File: src/rtl/hvac_sequencer.sv
// rtl/hvac_sequencer.sv - heating/cooling plant sequencer with hysteresis, min run/off and fan overrun
module hvac_sequencer #(
    parameter int TICK_DIV    = 100000000,
    parameter int HYST        = 1,
    parameter int MIN_RUN     = 5,
    parameter int MIN_OFF     = 3,
    parameter int FAN_OVERRUN = 2
) (
    input  logic       clk,
    input  logic       Reset_n,
    input  logic       Enable,
    input  logic [7:0] CurrentTemp,
    input  logic [7:0] DesiredTemp,
    output logic       Heat,
    output logic       Cool,
    output logic       Fan,
    output logic [2:0] State,
    output logic       Tick
);

    localparam int PW      = (TICK_DIV > 2) ? $clog2(TICK_DIV) : 1;
    localparam int TMAX    = (MIN_RUN > MIN_OFF) ? MIN_RUN : MIN_OFF;
    localparam int TW      = $clog2(TMAX + 1);
    localparam int FW      = (FAN_OVERRUN > 0) ? $clog2(FAN_OVERRUN + 1) : 1;

    typedef enum logic [2:0] {
        ST_OFF     = 3'd0,
        ST_IDLE    = 3'd1,
        ST_HEAT    = 3'd2,
        ST_COOL    = 3'd3,
        ST_LOCKOUT = 3'd4
    } state_t;

    state_t        state;
    state_t        next_state;
    logic [PW-1:0] pre_cnt;
    logic [TW-1:0] timer;
    logic [TW-1:0] next_timer;
    logic [FW-1:0] fan_cnt;
    logic [FW-1:0] next_fan_cnt;
    logic          timer_load;
    logic          fan_load;
    logic          heat_req;
    logic          cool_req;
    logic [9:0]    cur_ext;
    logic [9:0]    des_ext;

    // Tick is decoded from the prescaler register only, so it never sees an input
    assign Tick  = (pre_cnt == PW'(TICK_DIV - 1));
    assign State = state;

    // Widen before adding the band so 255 + HYST cannot wrap
    assign cur_ext  = {2'b00, CurrentTemp};
    assign des_ext  = {2'b00, DesiredTemp};
    assign heat_req = (cur_ext + 10'(HYST)) < des_ext;
    assign cool_req = cur_ext > (des_ext + 10'(HYST));

    // Free-running time-base prescaler
    always_ff @(posedge clk or negedge Reset_n) begin
        if (!Reset_n) begin
            pre_cnt <= '0;
        end else if (Tick) begin
            pre_cnt <= '0;
        end else begin
            pre_cnt <= pre_cnt + 1'b1;
        end
    end

    // Next-state decode; timer loads mark state entry
    always_comb begin
        next_state = state;
        timer_load = 1'b0;
        fan_load   = 1'b0;
        next_timer = timer;
        case (state)
            ST_OFF: begin
                if (Enable) next_state = ST_IDLE;
            end
            ST_IDLE: begin
                if (!Enable) begin
                    next_state = ST_OFF;
                end else if (heat_req) begin
                    next_state = ST_HEAT;
                    timer_load = 1'b1;
                    next_timer = TW'(MIN_RUN);
                end else if (cool_req) begin
                    next_state = ST_COOL;
                    timer_load = 1'b1;
                    next_timer = TW'(MIN_RUN);
                end
            end
            ST_HEAT: begin
                if (timer == '0 && (CurrentTemp >= DesiredTemp || !Enable)) begin
                    next_state = ST_LOCKOUT;
                    timer_load = 1'b1;
                    fan_load   = 1'b1;
                    next_timer = TW'(MIN_OFF);
                end
            end
            ST_COOL: begin
                if (timer == '0 && (CurrentTemp <= DesiredTemp || !Enable)) begin
                    next_state = ST_LOCKOUT;
                    timer_load = 1'b1;
                    fan_load   = 1'b1;
                    next_timer = TW'(MIN_OFF);
                end
            end
            ST_LOCKOUT: begin
                if (timer == '0) next_state = Enable ? ST_IDLE : ST_OFF;
            end
            default: begin
                next_state = ST_OFF;
            end
        endcase
        if (!timer_load && Tick && timer != '0) next_timer = timer - 1'b1;
    end

    // Fan overrun counter: loaded when a heat/cool cycle ends, counts down on Tick
    always_comb begin
        next_fan_cnt = fan_cnt;
        if (fan_load) begin
            next_fan_cnt = FW'(FAN_OVERRUN);
        end else if (Tick && fan_cnt != '0) begin
            next_fan_cnt = fan_cnt - 1'b1;
        end
    end

    // State, timers and registered plant drives share one edge
    always_ff @(posedge clk or negedge Reset_n) begin
        if (!Reset_n) begin
            state   <= ST_OFF;
            timer   <= '0;
            fan_cnt <= '0;
            Heat    <= 1'b0;
            Cool    <= 1'b0;
            Fan     <= 1'b0;
        end else begin
            state   <= next_state;
            timer   <= next_timer;
            fan_cnt <= next_fan_cnt;
            Heat    <= (next_state == ST_HEAT);
            Cool    <= (next_state == ST_COOL);
            Fan     <= (next_state == ST_HEAT) || (next_state == ST_COOL) || (next_fan_cnt != '0);
        end
    end

endmodule

File: config.mk
export PLATFORM = sky130hd
export DESIGN_NAME = hvac_sequencer
export DESIGN_NICKNAME = d
export VERILOG_FILES = /design/src/rtl/hvac_sequencer.sv
export SDC_FILE = /design/constraint.sdc
export NUM_CORES = 1
export LEC_CHECK = 0
export CORE_MARGIN = 10
export CORE_UTILIZATION = 58
export CTS_CLUSTER_SIZE = 8
export DETAILED_ROUTE_END_ITERATION = 7
export PLACE_DENSITY = 0.81
export SLEW_MARGIN = 15
export SYNTH_ARGS = -nofsm -noshare
export SYNTH_HDL_FRONTEND = slang
export SYNTH_SLANG_ARGS = --single-unit
File: constraint.sdc
create_clock -name clk -period 2.34 [get_ports clk]
set_input_delay 0.234 -clock clk [delete_from_list [all_inputs] [get_ports clk]]
set_output_delay 0.234 -clock clk [all_outputs]
set_load 0.01 [all_outputs]
==> out/qor.csv, run 1 <==
metric,value,unit
syn-num-nets,332,
synth-edff-count,0,
fin_nets,412,
yosys.cell_count.top_type,dfrtp_1,
synth_cell_types,54,
ir_drop,368,µV
use_met3,4.38,%
crit_type,primary input to flop,
rsz0062_at_grt,true,
dr.pass1.iters,4,
die-area,7970,µm²
timing.final.crit_share,103,%
synth-xor-area-share,12.3,%
grt_first_pass_wirelength,12800,µm
grt_use_met2,34.9,%
violations,negative setup slack,
grt_usage,20.3,%
drc,0,
clk_pin_slew_worst_paths,0.08,ns
synth_warnings,0,
end_kind,flop,
path_max_fanout,7,
htree_num_levels,2,
synth.avg_cell_area,9.84,µm²
cp.arrival,2.56,ns
drtIter0Drc,139,
ios,26,
synth_area,2780,µm²
slew_headroom,45.1,%
cts_made_buffers,5,
dp_hpwl,4860,µm
start_util,59.3,%
vias_per_cell,6.07,
worstPathRequired,2.50,ns
synth.top_cell.area_share,34.2,%
cts_tree,yes,
cp-start-kind,primary input,
r2r_slack,0.33,ns
synth_ff_type,dfrtp_1,
die_height,89.3,µm
drv_cap,0,
antenna_found_initial,0,
p_leak,0.00179,µW
grt_pass1_vias,2794,
fmax,0.416,GHz
slew_viol_final,0,
insertion_delay,0.29,ns
finClkSkew,0.00658,ns
root_buffer,clkbuf_8,
portBuffers,25,
yosysSeqAreaShare,34.2,%
clockBufferDepth,2,
r2r_start,timer[1],
rows,25,
pwr_density_cell,415,nW/µm²
min_period,2.40,ns
antenna_left,0,
synth_fa_ha_area_share,13.5,%
cts_sinks,38,
gp_congestion,0.900,
syn_inst,283,
syn2layout_area_growth,31.2,%
grt_use_met1,22.6,%
hold_viol,0,
synth_top_family_by_area,simple AND/OR/NAND/NOR gates,
r2r.worst_path.cells,8,
timing.final.ws_setup,-0.0622,ns
core_area,4690,µm²
drive_gt1_share,32.1,%
wl,7630,µm
worst_pin_slew,0.823,ns
setup_viol,5,
ys_top_cells_by_count,"dfrtp_1, ha_1, nor2_1",
yosys_register_bits,38,
synth-simple-area-share,27.0,%
grt_busiest_layer,met2,
yosys-top-cells-area,"dfrtp_1, ha_1, xor2_1",
diodes,0,
gr-total-overflow,0,
yosys-mux-area-fraction,0.764,%
synth_compound_area_share,8.81,%
wire_per_inst,18.3,µm
hold_class,primary input to asynchronous set/reset pin,
setup_tns,-0.185,ns
synth_top_cell_by_area,dfrtp_1,
postCtsHoldBufs,0,
status,"complete, but fails checks",
grt_max_degree,39,
postSynth.asyncResetShare,100,%
whs,0.0281,ns
routed-via-count,2537,
timing.rr.end,Cool,
die_w,89.3,µm
-- placed cells by master, fill, tap and decap left out, drive strengths merged, types with 2 or more instances in the layout --
cell	netlist	routed
a211oi	2	2
a21oi	6	6
a31oi	2	2
and3	8	8
and4	4	4
and4bb	3	3
buf	2	55
clkbuf	0	12
clkdlybuf4s50	0	9
dfrtp	38	38
dlygate4sd2	0	4
dlymetal6s2s	0	2
ha	30	30
inv	21	21
nand2	18	18
nand2b	3	3
nand3	21	21
nand4	8	8
nor2	33	33
nor2b	3	3
nor3	6	6
nor3b	2	2
nor4	5	5
nor4b	2	2
o211a	2	2
o211ai	5	5
o21a	3	3
o21ai	4	4
o41ai	2	2
xnor2	19	19
xor2	20	20
-- layer usage --
metal / wire length (µm) / vias to the layer above
met5: 0 / -
met4: 328 / 0
met3: 416 / 35
met2: 3870 / 96
met1: 3010 / 1239
li1: - / 1167
-- kinds of logic after synthesis --
logic type	after synthesis
xor gates and xnor gates	39
muxes	2
DFF	38
and+or+nand+nor	119
adders and majority gates	30
buffers and inverters	23
AOI/OAI and AO/OA	32
-- cell type report --
type,count,area [µm²]
flip-flops and latches,38,952
well taps,54,67.6
repair buffers,75,606
inverters,21,86.3
clock inverters,1,30.0
clock buffers,7,76.3
multi-input cells,222,1830
fillers,295,1040
-- worst max-delay path, stage by stage --
cell,delay [ns]
buf_8,0.08
inv_4,0.03
nor4_4,0.32
nand4_1,0.19
xnor2_1,0.17
ha_1,0.33
buf_6,0.14
nand3_2,0.09
o211ai_1,0.10
o311a_1,0.30
and4_4,0.20
a31oi_4,0.25
o211ai_1,0.14
-- registers in the layout, indices dropped and copies added (netlist names) --
register	count
fan_cnt	2
Heat	1
Cool	1
State	3
timer	3
Fan	1
pre_cnt	27
-- report_power, final --
part	leakage, µW	internal, µW	switching (µW)	total, µW
clock	0.0000524	319	231	550
sequential	0.000473	656	0.427	657
combinational	0.00126	153	155	308
total	0.00179	1130	386	1520
-- worst max path at each step --
stage	from	end	slack (ns)	cells past startpoint
after global placement	DesiredTemp[1]	Fan	-0.74	12
after CTS	DesiredTemp[3]	Fan	-0.04	12
final	DesiredTemp[1]	Fan	-0.06	13
after floorplan	DesiredTemp[1]	Fan	0.02	11
after detailed placement	DesiredTemp[1]	Fan	-0.88	12
after global routing	DesiredTemp[1]	Fan	-0.18	13
-- repair_timing --
item | CTS | global route
setup buffers | 15 | 5
endpoints found under the setup margin | 9 | 9
pin swaps | 23 | 18
gates resized for setup | 49 | 21
-- metrics by stage --
stage                     util [%]  instances  setup slack, ns  total power, µW  area (µm²)
after floorplan                  -        283           0.0184              784        2800
after global placement        71.0        392           -0.740              902        3330
after global routing          77.8        418           -0.183             1580        3650
after detailed placement      71.0        392           -0.875              909        3330
final                         77.8        418          -0.0622             1520        3650
after CTS                     76.9        415          -0.0366             1480        3610
(Power assumes the default switching activity.)
==> run 2, diff against run 1 <==
--- a/config.mk
+++ b/config.mk
@@ -11,4 +11,5 @@
 export DETAILED_ROUTE_END_ITERATION = 7
 export PLACE_DENSITY = 0.81
+export RECOVER_POWER = 50
 export SLEW_MARGIN = 15
 export SYNTH_ARGS = -nofsm -noshare
==> constraint.sdc (replaced) <==
create_clock -name clk -period 2.34 [get_ports clk]
set_input_delay 0.468 -clock clk [delete_from_list [all_inputs] [get_ports clk]]
set_output_delay 0.468 -clock clk [all_outputs]
set_load 0.01 [all_outputs]
==> run 2 against run 1 <==
Net effect:
- the run ends with max-capacitance violations, max-slew violations, negative setup slack left
- total power is 0.57% higher
- die area unchanged
- core utilization rose by 1.5 points
- maximum frequency is 6.5% lower
- count of clock-buffer cells in the layout decreased by 1
- critical endpoint unchanged
- largest power group unchanged
==> out/qor.csv, run 2 (synthesis results as in run 1) <==
metric,value,unit
cts_made_buffers,5,
diodes,0,
status,"complete, but fails checks",
die_height,89.3,µm
routed.top_layer,met4,
end_kind,flop,
path_max_fanout,7,
r2r_start,timer[0],
path_cells,buf_8 -> inv_6 -> nor4_4 -> nand4_1 -> xnor2_1 -> ha_1 -> a21oi_2 -> o211ai_1 -> o311a_1 -> and4_4 -> a31oi_4 -> o211ai_1,
grt_pass1_vias,2595,
grt_usage,19.0,%
gr-total-overflow,0,
setup_viol,8,
p_sw_share,24.9,%
cts_tree,yes,
final_common_cell,buf_4,
crit_type,primary input to flop,
r2r_slack,0.26,ns
violations,"max-capacitance violations, max-slew violations, negative setup slack",
whs,0.483,ns
drive_gt1_share,32.4,%
dp_hpwl,5030,µm
syn2layout_area_growth,33.7,%
timing.final.ws_setup,-0.230,ns
grt_first_pass_wirelength,11900,µm
pwr-share-comb,19.5,%
finClkSkew,0.00794,ns
fin_util,79.3,%
slew_viol_final,39,
cp.arrival,2.74,ns
grt_max_degree,39,
wire_per_inst,17.3,µm
drtIter0Drc,97,
top_register,pre_cnt,
gp_congestion,0.885,
pwr_density_cell,409,nW/µm²
start_util,59.3,%
dr_wl_met3,291,µm
rsz0062_at_grt,true,
die_w,89.3,µm
vias_per_cell,5.84,
largest_register_ffs,27,
slew_headroom,-30.5,%
antenna_left,0,
portBuffers,25,
ios,26,
p_leak,0.00180,µW
timing.final.crit_share,110,%
startpoint,DesiredTemp[1],
ir_drop,323,µV
hold_class,flop to flop,
setup_tns,-1.45,ns
clk_pin_slew_worst_paths,0.07,ns
pwr-share-seq,43.1,%
ff_latch_area,951,µm²
rows,25,
postCtsHoldBufs,0,
timing.rr.end,Cool,
pwr-share-clk,37.3,%
cts_sinks,38,
root_buffer,clkbuf_8,
insertion_delay,0.30,ns
min_period,2.57,ns
die-area,7970,µm²
wl_met1,2930,µm
path_common_cell,o211ai_1,
wl,7230,µm
power_switching,380,µW
core_area,4690,µm²
clockBufferDepth,2,
drc,0,
antenna_found_initial,0,
fillCellCount,285,
multi_input_area,1880,µm²
slowest_stage,ha_1,
fmax,0.389,GHz
final_cell_area,3720,µm²
p_int,1140,µW
cp-start-kind,primary input,
drv_cap,1,
crit_path_max_incr_delay,0.34,ns
worst_pin_slew,1.96,ns
hold_viol,0,
routed-via-count,2440,
htree_num_levels,2,
worstPathRequired,2.51,ns
fin_nets,413,
dr.pass1.iters,4,
r2r.worst_path.cells,8,
final_cell_mix,"buf_4, dfrtp_1, ha_1",
dpl_cell_area,3430,µm²
met2_wirelength,3800,µm
cp-endpoint,Fan,
power,1520,µW
[run 2: critical path, delay by kind of cell]
family / cells / cell delay, ns
AND/OR/NAND/NOR: 3 / 0.63
adder cells (fa/ha/maj): 1 / 0.34
buffers and inverters: 2 / 0.11
AO/OA/AOI/OAI: 5 / 1.01
XOR/XNOR: 1 / 0.17
[run 2: cell type report]
| class | count | share of cell area [%] |
|---|---|---|
| multi-input cells | 222 | 50.5 |
| clock inverters | 1 | 0.807 |
| clock buffers | 6 | 2.22 |
| flip-flops and latches | 38 | 25.5 |
| well taps | 54 | 1.82 |
| inverters | 21 | 2.59 |
| repair buffers | 76 | 16.6 |
[run 2: routing by layer]
layer  vias to the layer above  track usage (%)
met4                         0             7.23
met1                      1186             21.3
met5                         -                0
met3                        19             4.01
met2                        63             34.3
li1                       1172                -
[run 2: worst min path at each step]
stage	startpoint	to	slack, ns	cells after the start
after floorplan	Reset_n	Cool	0.17	0
after global placement	pre_cnt[6]	pre_cnt[6]	0.48	1
after detailed placement	pre_cnt[0]	pre_cnt[0]	0.48	1
after CTS	Reset_n	pre_cnt[26]	0.29	1
after global routing	pre_cnt[0]	pre_cnt[0]	0.50	1
final	pre_cnt[0]	pre_cnt[0]	0.48	1
[run 2: repair_timing]
action / 4_1_cts / 5_1_grt
endpoints found under the setup margin: 12 / 12
resized for setup: 57 / 14
pin swaps: 25 / 18
buffers inserted: 3 / 9
[run 2: stage by stage]
stage / setup slack, ns / cells
floorplan: -0.0921 / 283
global placement: -0.841 / 400
detailed placement: -0.940 / 400
CTS: -0.275 / 410
global route: -0.319 / 418
finish: -0.230 / 418
[run 2: power by group through the flow]
stage	combinational, µW	sequential (µW)	clock [µW]
floorplan	120	670	0
global placement	239	670	0
detailed placement	248	670	0
CTS	265	657	572
global route	325	657	606
finish	298	657	569
